==> src/rtl/multicycle_control_pkg.sv <==
// Shared encodings for the multicycle MIPS control path: states, opcodes,
// and the ALUOp/PCSource/ALUSrcB codes that ALU control also decodes.
package multicycle_control_pkg;

  typedef enum logic [3:0] {
    S_IDLE   = 4'd0,
    S_FETCH  = 4'd1,
    S_DECODE = 4'd2,
    S_MEMADR = 4'd3,
    S_MEMRD  = 4'd4,
    S_MEMWB  = 4'd5,
    S_MEMWR  = 4'd6,
    S_EXEC   = 4'd7,
    S_ALUWB  = 4'd8,
    S_BRANCH = 4'd9,
    S_JUMP   = 4'd10,
    S_ADDIWB = 4'd11
  } state_t;

  localparam logic [5:0] OP_R    = 6'h00;
  localparam logic [5:0] OP_J    = 6'h02;
  localparam logic [5:0] OP_BEQ  = 6'h04;
  localparam logic [5:0] OP_ADDI = 6'h08;
  localparam logic [5:0] OP_LW   = 6'h23;
  localparam logic [5:0] OP_SW   = 6'h2B;

  localparam logic [1:0] ALUOP_ADD   = 2'b00;
  localparam logic [1:0] ALUOP_SUB   = 2'b01;
  localparam logic [1:0] ALUOP_FUNCT = 2'b10;

  localparam logic [1:0] PCSRC_ALU    = 2'b00;
  localparam logic [1:0] PCSRC_ALUOUT = 2'b01;
  localparam logic [1:0] PCSRC_JUMP   = 2'b10;

  localparam logic [1:0] SRCB_B      = 2'b00;
  localparam logic [1:0] SRCB_FOUR   = 2'b01;
  localparam logic [1:0] SRCB_IMM    = 2'b10;
  localparam logic [1:0] SRCB_IMMSH2 = 2'b11;

endpackage

==> src/rtl/multicycle_control.sv <==
// Main control FSM of the multicycle MIPS datapath: one instruction step per
// state, memory steps stretched by mem_ready, plus a retired-instruction counter.
module multicycle_control
  import multicycle_control_pkg::*;
#(
  parameter int CNT_W = 32
) (
  input  logic             clk,
  input  logic             rst_n,
  input  logic [5:0]       opcode,
  input  logic             mem_ready,
  output logic             PCWrite,
  output logic             PCWriteCond,
  output logic             IorD,
  output logic             MemRead,
  output logic             MemWrite,
  output logic             MemtoReg,
  output logic             IRWrite,
  output logic             ALUSrcA,
  output logic             RegWrite,
  output logic             RegDst,
  output logic [1:0]       PCSource,
  output logic [1:0]       ALUSrcB,
  output logic [1:0]       ALUOp,
  output logic             illegal,
  output logic [3:0]       state,
  output logic [CNT_W-1:0] retired
);

  state_t st_q, st_d;
  logic   retire;

  always_ff @(posedge clk or negedge rst_n) begin
    if (!rst_n) st_q <= S_IDLE;
    else        st_q <= st_d;
  end

  always_comb begin
    st_d = S_FETCH;
    case (st_q)
      S_IDLE:   st_d = S_FETCH;
      S_FETCH:  st_d = mem_ready ? S_DECODE : S_FETCH;
      S_DECODE: begin
        case (opcode)
          OP_LW, OP_SW, OP_ADDI: st_d = S_MEMADR;
          OP_R:                  st_d = S_EXEC;
          OP_BEQ:                st_d = S_BRANCH;
          OP_J:                  st_d = S_JUMP;
          default:               st_d = S_FETCH;
        endcase
      end
      S_MEMADR: begin
        case (opcode)
          OP_LW:   st_d = S_MEMRD;
          OP_SW:   st_d = S_MEMWR;
          OP_ADDI: st_d = S_ADDIWB;
          default: st_d = S_FETCH;
        endcase
      end
      S_MEMRD:  st_d = mem_ready ? S_MEMWB : S_MEMRD;
      S_MEMWR:  st_d = mem_ready ? S_FETCH : S_MEMWR;
      S_EXEC:   st_d = S_ALUWB;
      default:  st_d = S_FETCH;
    endcase
  end

  // Moore decode; only the fetch write-enables and illegal look at inputs.
  always_comb begin
    PCWrite     = 1'b0;
    PCWriteCond = 1'b0;
    IorD        = 1'b0;
    MemRead     = 1'b0;
    MemWrite    = 1'b0;
    MemtoReg    = 1'b0;
    IRWrite     = 1'b0;
    ALUSrcA     = 1'b0;
    RegWrite    = 1'b0;
    RegDst      = 1'b0;
    PCSource    = PCSRC_ALU;
    ALUSrcB     = SRCB_B;
    ALUOp       = ALUOP_ADD;
    illegal     = 1'b0;
    case (st_q)
      S_FETCH: begin
        MemRead = 1'b1;
        ALUSrcB = SRCB_FOUR;
        IRWrite = mem_ready;
        PCWrite = mem_ready;
      end
      S_DECODE: begin
        ALUSrcB = SRCB_IMMSH2;
        illegal = !(opcode inside {OP_R, OP_J, OP_BEQ, OP_ADDI, OP_LW, OP_SW});
      end
      S_MEMADR: begin
        ALUSrcA = 1'b1;
        ALUSrcB = SRCB_IMM;
      end
      S_MEMRD: begin
        MemRead = 1'b1;
        IorD    = 1'b1;
      end
      S_MEMWB: begin
        RegWrite = 1'b1;
        MemtoReg = 1'b1;
      end
      S_MEMWR: begin
        MemWrite = 1'b1;
        IorD     = 1'b1;
      end
      S_EXEC: begin
        ALUSrcA = 1'b1;
        ALUOp   = ALUOP_FUNCT;
      end
      S_ALUWB: begin
        RegWrite = 1'b1;
        RegDst   = 1'b1;
      end
      S_BRANCH: begin
        ALUSrcA     = 1'b1;
        ALUOp       = ALUOP_SUB;
        PCWriteCond = 1'b1;
        PCSource    = PCSRC_ALUOUT;
      end
      S_JUMP: begin
        PCWrite  = 1'b1;
        PCSource = PCSRC_JUMP;
      end
      S_ADDIWB: RegWrite = 1'b1;
      default: ;
    endcase
  end

  // An instruction retires on the step that returns to FETCH after completing.
  always_comb begin
    case (st_q)
      S_MEMWB, S_ALUWB, S_BRANCH, S_JUMP, S_ADDIWB: retire = 1'b1;
      S_MEMWR: retire = mem_ready;
      default: retire = 1'b0;
    endcase
  end

  always_ff @(posedge clk or negedge rst_n) begin
    if (!rst_n)      retired <= '0;
    else if (retire) retired <= retired + 1'b1;
  end

  assign state = st_q;

endmodule
==> config.mk <==
export PLATFORM = sky130hd
export DESIGN_NAME = multicycle_control
export DESIGN_NICKNAME = d
export VERILOG_FILES = /design/src/rtl/multicycle_control_pkg.sv /design/src/rtl/multicycle_control.sv
export SDC_FILE = /design/constraint.sdc
export NUM_CORES = 1
export LEC_CHECK = 0
export CAP_MARGIN = 20
export CELL_PAD_IN_SITES_DETAIL_PLACEMENT = 0
export CELL_PAD_IN_SITES_GLOBAL_PLACEMENT = 1
export CORE_MARGIN = 2
export CORE_UTILIZATION = 38
export CTS_CLUSTER_DIAMETER = 60
export DETAILED_ROUTE_END_ITERATION = 6
export GPL_TIMING_DRIVEN = 1
export PLACE_DENSITY_LB_ADDON = 0.1
export SLEW_MARGIN = 20
export SYNTH_ARGS = -nofsm -noshare
export SYNTH_HDL_FRONTEND = slang
export SYNTH_SLANG_ARGS = --single-unit
==> constraint.sdc <==
create_clock -name clk -period 2.7 [get_ports clk]
set_input_delay 0.675 -clock clk [delete_from_list [all_inputs] [get_ports clk]]
set_output_delay 0.675 -clock clk [all_outputs]
set_load 0.03 [all_outputs]
==> results of run 1 <==
-- repair_timing --
action,CTS,global route
pin swaps,2,1
gates cloned,0,0
gates resized for setup,10,2
setup endpoints to repair,1,2
-- area by class of cell --
type                       instances  area (µm²)  share of cell area [%]
multi-input combinational        155        1090                    37.7
inverter                           2        7.51                   0.259
clock buffer                       6        72.6                    2.51
tap                               70        87.6                    3.03
sequential                        36         901                    31.1
clock inverter                     1        5.00                   0.173
timing repair buffer              78         731                    25.2
-- cell usage after synthesis (3+ instances only) --
cell	n
dfrtp_1	36
xnor2_1	28
nand4_1	15
nand3_1	13
nor2_1	13
nand2_1	11
and3_1	7
a21oi_1	6
nand2b_1	6
xor2_1	6
and4_1	5
nor3_1	5
buf_2	4
or3_1	4
a311oi_2	3
o21ai_0	3
-- metal layers --
| layer | vias up | wire (µm) |
|---|---|---|
| li1 | 889 | - |
| met1 | 882 | 2130 |
| met2 | 62 | 2440 |
| met3 | 10 | 247 |
| met4 | 0 | 127 |
| met5 | - | 0 |
-- worst max-delay path, cell delays in order --
cell and delay (ns):
dlygate4sd2_1 0.24, or3_1 0.38, or3_1 0.36, and3b_1 0.19, buf_6 0.13
-- cells by family after synthesis --
logic type	after synthesis	share of synthesized area (%)
flip-flops	36	44.1
multiplexers	2	1.10
adder cells (fa/ha/maj)	1	0.612
AND/OR/NAND/NOR	96	28.3
XOR/XNOR	34	14.6
AO/OA/AOI/OAI	22	8.51
buffers and inverters	12	2.82
-- metrics by stage --
step	hold slack [ns]	setup slack (ns)	TNS [ns]	cell area [µm²]	std cells
floorplan	0.379	0.184	0	2050	203
global placement	0.454	-0.573	-0.573	2820	341
detailed placement	0.460	-0.590	-0.590	2820	341
CTS	0.471	0.00138	0	2890	348
global route	0.481	-0.00704	-0.00704	2900	348
finish	0.465	0.0356	0	2900	348
-- power groups by stage --
stage               combinational, mW  sequential [mW]  clock (mW)
CTS                             0.707            0.661       0.370
floorplan                       0.317            0.756           0
detailed placement              0.703            0.670           0
finish                          0.698            0.661       0.359
global placement                0.704            0.670           0
global route                    0.747            0.672       0.396
-- cells in the final DEF (no fill, tap or decap), drive strengths merged, types with 7 or more instances in the layout --
cell,count
nand3,13
clkdlybuf4s50,51
dfrtp,36
xnor2,28
nand2,11
nor2,13
buf,22
and3,7
nand4,16
-- registers in the layout, summed over array words and instances, names as in the netlist --
register,count
retired,32
state,4
-- worst paths after layout --
check | startpoint | to | slack, ns | cells past startpoint
worst max register to register | state[1] | retired[23] | 0.79 | 6
min in group asynchronous | rst_n | retired[10] | 0.80 | 2
max in group asynchronous | rst_n | retired[17] | 1.55 | 2
worst min register to register | retired[31] | retired[31] | 0.46 | 1
worst max-delay path | opcode[0] | illegal | 0.04 | 5
worst min-delay path | retired[31] | retired[31] | 0.46 | 1
==> reports/results.ini, run 1 <==
[run_status]
status = finished, final reports clean

[pwr]
combPwrFrac_pct = 40.6
p_seq_share_pct = 38.5
power.leakage_nw = 1.16
power.density_nw_per_um2 = 593
peakVddDrop_uv = 488
power.switching_mw = 0.671
p_int_mw = 1.05
swShare_pct = 39.1
clkPwrFrac_pct = 20.9
total_power_mw = 1.72

[layout]
layout-drive-gt1-share_pct = 14.0
final_util_pct = 56.3
antenna-diode-count = 0
nets = 288
fillers = 500
syn_to_final_growth_pct = 41.7

[sta]
period_share_pct = 98.7
fin_crit_ns = 2.66
rsz0062_at_grt = true
slew_headroom_pct = 64.6
drv_slew = 0
hold_violations = 0
timing.fmax_mhz = 375
setup_viol = 0
worstMarginPinSlew_ns = 0.524
skew_ns = 0.00755

[yosys]
synth_cell_types = 45
synth-main-ff-cell = dfrtp_1
yosys_warnings = 0
yosys.area.top_type = dfrtp_1
synthesis.nets = 213
yosysSeqAreaShare_pct = 44.1
synth-edff-count = 0
yosysTopAreaCellShare_pct = 44.1
syn_avg_cell_area_um2 = 10.1
syn_inst = 203
synthArstFlopShare_pct = 100
yosys-top-cells-area = dfrtp_1 44%, xnor2_1 12%, nand4_1 4.6%
ys_ff_latch = 36
netlist_area_um2 = 2040

[clocking]
cts-root-buf = clkbuf_8
insertion_delay_ns = 0.28
clock_path_buffers = 2
clkSlewWorstSetupHoldPaths_ns = 0.06
cts_hold_buf = 0
htree_num_levels = 2
cts_tree = done
numCtsBuffers = 5
clkSinkCount = 36
post_cts_buffers = 0

[global_routing]
top_usage_layer = met2
track_usage_pct = 17.7
grt_overflow = 0
grt_use_met3_pct = 3.88
grt_max_degree = 37
grt_pass1_vias = 1843
grt_pass1_wl_mm = 8.56
grt_use_met1_pct = 21.4
antenna_found_initial = 0
grt_util_met2_pct = 29.6

[detailed_routing]
viasPerCell = 5.30
via_count = 1843
drtIter0Drc = 72
drc_errors = 0
dr.pass1.iters = 4
wl_per_cell_um = 14.2
wirelength_mm = 4.94
drtAntennaViolNets = 0

[place]
place_congestion = 0.792
dp_hpwl_mm = 3.55
port_buffers = 61

[floorplan]
ios = 62
dieArea_um2 = 5980
fp.dieH_um = 77.3
die_w_um = 77.3
rows = 26
initial_core_util_pct = 39.8
coreArea_um2 = 5140

[worst_setup_path]
crit_path_start_kind = primary input
critPathRequiredTime_ns = 2.03
critPathArrivalTime_ns = 1.99
cp_max_fo = 2
worstSetupPathType = primary input to output pin
cp-end-kind = output pin

[flow_run]
cap_violations = 0

[worst_hold_path]
hp-class = flop to flop

No activity file was read; power rests on OpenSTA's default activity.
==> inputs of run 2 (changes only) <==
- CORE_MARGIN: 2 -> default
==> reports/results.ini, run 2 (synthesis gave the netlist of run 1 again) <==
[worst_setup_path]
cp_max_fo = 2
crit_path_max_incr_delay_ns = 0.38
crit_chain = dlygate4sd2_1 -> or3_1 -> or3_1 -> and3b_1 -> buf_6
worstSetupPathType = primary input to output pin
path_common_cell = or3_1
cp_top_family = simple AND/OR/NAND/NOR gates
cp-end-kind = output pin
crit_slowest_cell = or3_1
critPathRequiredTime_ns = 2.03
critPathArrivalTime_ns = 1.95
crit_path_start_kind = primary input
cp_num_buf_inv = 2

[detailed_routing]
wl_per_cell_um = 14.0
drtAntennaViolNets = 0
dr.pass1.iters = 4
drc_errors = 0
viasPerCell = 5.24
via_count = 1846
wirelength_mm = 4.94
drtIter0Drc = 61

[sta]
setup_viol = 0
period_share_pct = 97.2
slew_headroom_pct = 64.6
drv_slew = 0
rsz0062_at_grt = false
skew_ns = 0.00556
timing.setup.tns_ns = 0
fin_crit_ns = 2.62
timing.fmax_mhz = 381
hold_violations = 0
worstMarginPinSlew_ns = 0.527

[pwr]
power.density_nw_per_um2 = 600
power.leakage_nw = 1.20
p_seq_share_pct = 37.5
total_power_mw = 1.76
swShare_pct = 38.8
peakVddDrop_uv = 461
clkPwrFrac_pct = 22.5
p_int_mw = 1.08
combPwrFrac_pct = 39.9
power.switching_mw = 0.684

[floorplan]
coreArea_um2 = 5140
initial_core_util_pct = 39.8
ios = 62
die_w_um = 75.3
fp.dieH_um = 75.3
rows = 26
dieArea_um2 = 5670

[layout]
final_cell_mix = 50 x clkdlybuf4s50_1, 36 x dfrtp_1, 28 x xnor2_1
regMostFlops = retired
nets = 291
layout-drive-gt1-share_pct = 15.6
mostFrequentLayoutCell = clkdlybuf4s50_1
syn_to_final_growth_pct = 43.7
final_area_um2 = 2940
largest_reg_flops = 32
fillers = 504
fin_cells = 352
antenna-diode-count = 0

[clocking]
cts_tree = done
numCtsBuffers = 5
clock_path_buffers = 2
clkSinkCount = 36
clkSlewWorstSetupHoldPaths_ns = 0.07
post_cts_buffers = 0
htree_num_levels = 2
cts-root-buf = clkbuf_8
insertion_delay_ns = 0.29

[flow_run]
cap_violations = 0

[global_routing]
grt_max_degree = 37
grt_pass1_vias = 1709
antenna_found_initial = 0
grt_pass1_wl_mm = 8.17
grt_overflow = 0
track_usage_pct = 19.1

[place]
place_congestion = 0.791
port_buffers = 61
dp_hpwl_mm = 3.56
place_area_um2 = 2840
dp.cells = 344

[run_status]
status = finished, final reports clean

[worst_hold_path]
hp-class = flop to flop

==> run 2: layer usage <==
layer / vias to the layer above / share of wire [%] / global-route usage (%)
li1: 891 / - / -
met1: 894 / 45 / 23.9
met2: 55 / 48 / 31.3
met3: 6 / 5.0 / 4.37
met4: 0 / 1.5 / 8.85
met5: - / 0 / 0
==> run 2: layout make-up <==
cell class	count	area, µm²	area share (%)
clock buffer	6	82.6	2.81
clock inverter	2	10.0	0.341
inverter	2	7.51	0.256
multi-input combinational	155	1090	37.2
sequential	36	901	30.7
tap	70	87.6	2.98
timing repair buffer	81	756	25.7
==> run 2: power groups by stage <==
stage	Combinational (mW)	Clock (mW)	Sequential, mW
6_report	0.703	0.397	0.661
3_5_place_dp	0.708	0	0.672
4_1_cts	0.712	0.410	0.661
2_1_floorplan	0.317	0	0.756
5_1_grt	0.754	0.433	0.675
3_3_place_gp	0.709	0	0.669
==> run 2: per-stage QoR <==
stage          setup WS (ns)  hold slack [ns]  utilization, %
4_1_cts               0.0177            0.472            57.0
2_1_floorplan          0.184            0.379               -
3_3_place_gp          -0.574            0.454            55.2
6_report              0.0758            0.465            57.1
3_5_place_dp          -0.591            0.462            55.2
5_1_grt              0.00534            0.481            57.1
==> run 2: repair_timing <==
action / 4_1_cts / 5_1_grt
endpoints found under the setup margin: 1 / 2
pin swaps: 2 / 0
hold buffers: 0 / 0
gates resized for setup: 10 / 3
==> run 2: final timing paths <==
path	start	to	slack (ns)	cells after the start
worst max-delay path	opcode[0]	illegal	0.08	5
worst min-delay path	retired[31]	retired[31]	0.47	1
worst max register to register	state[2]	retired[23]	0.74	6
worst min register to register	retired[31]	retired[31]	0.47	1
max in group asynchronous	rst_n	retired[14]	1.57	2
min in group asynchronous	rst_n	retired[12]	0.80	2
==> inputs of run 3 (changes only) <==
- GPL_TIMING_DRIVEN: 1 -> default
- SLEW_MARGIN: 20 -> default
==> results of run 3 <==
Final layout, timing and power as in run 2 (identical DEF).
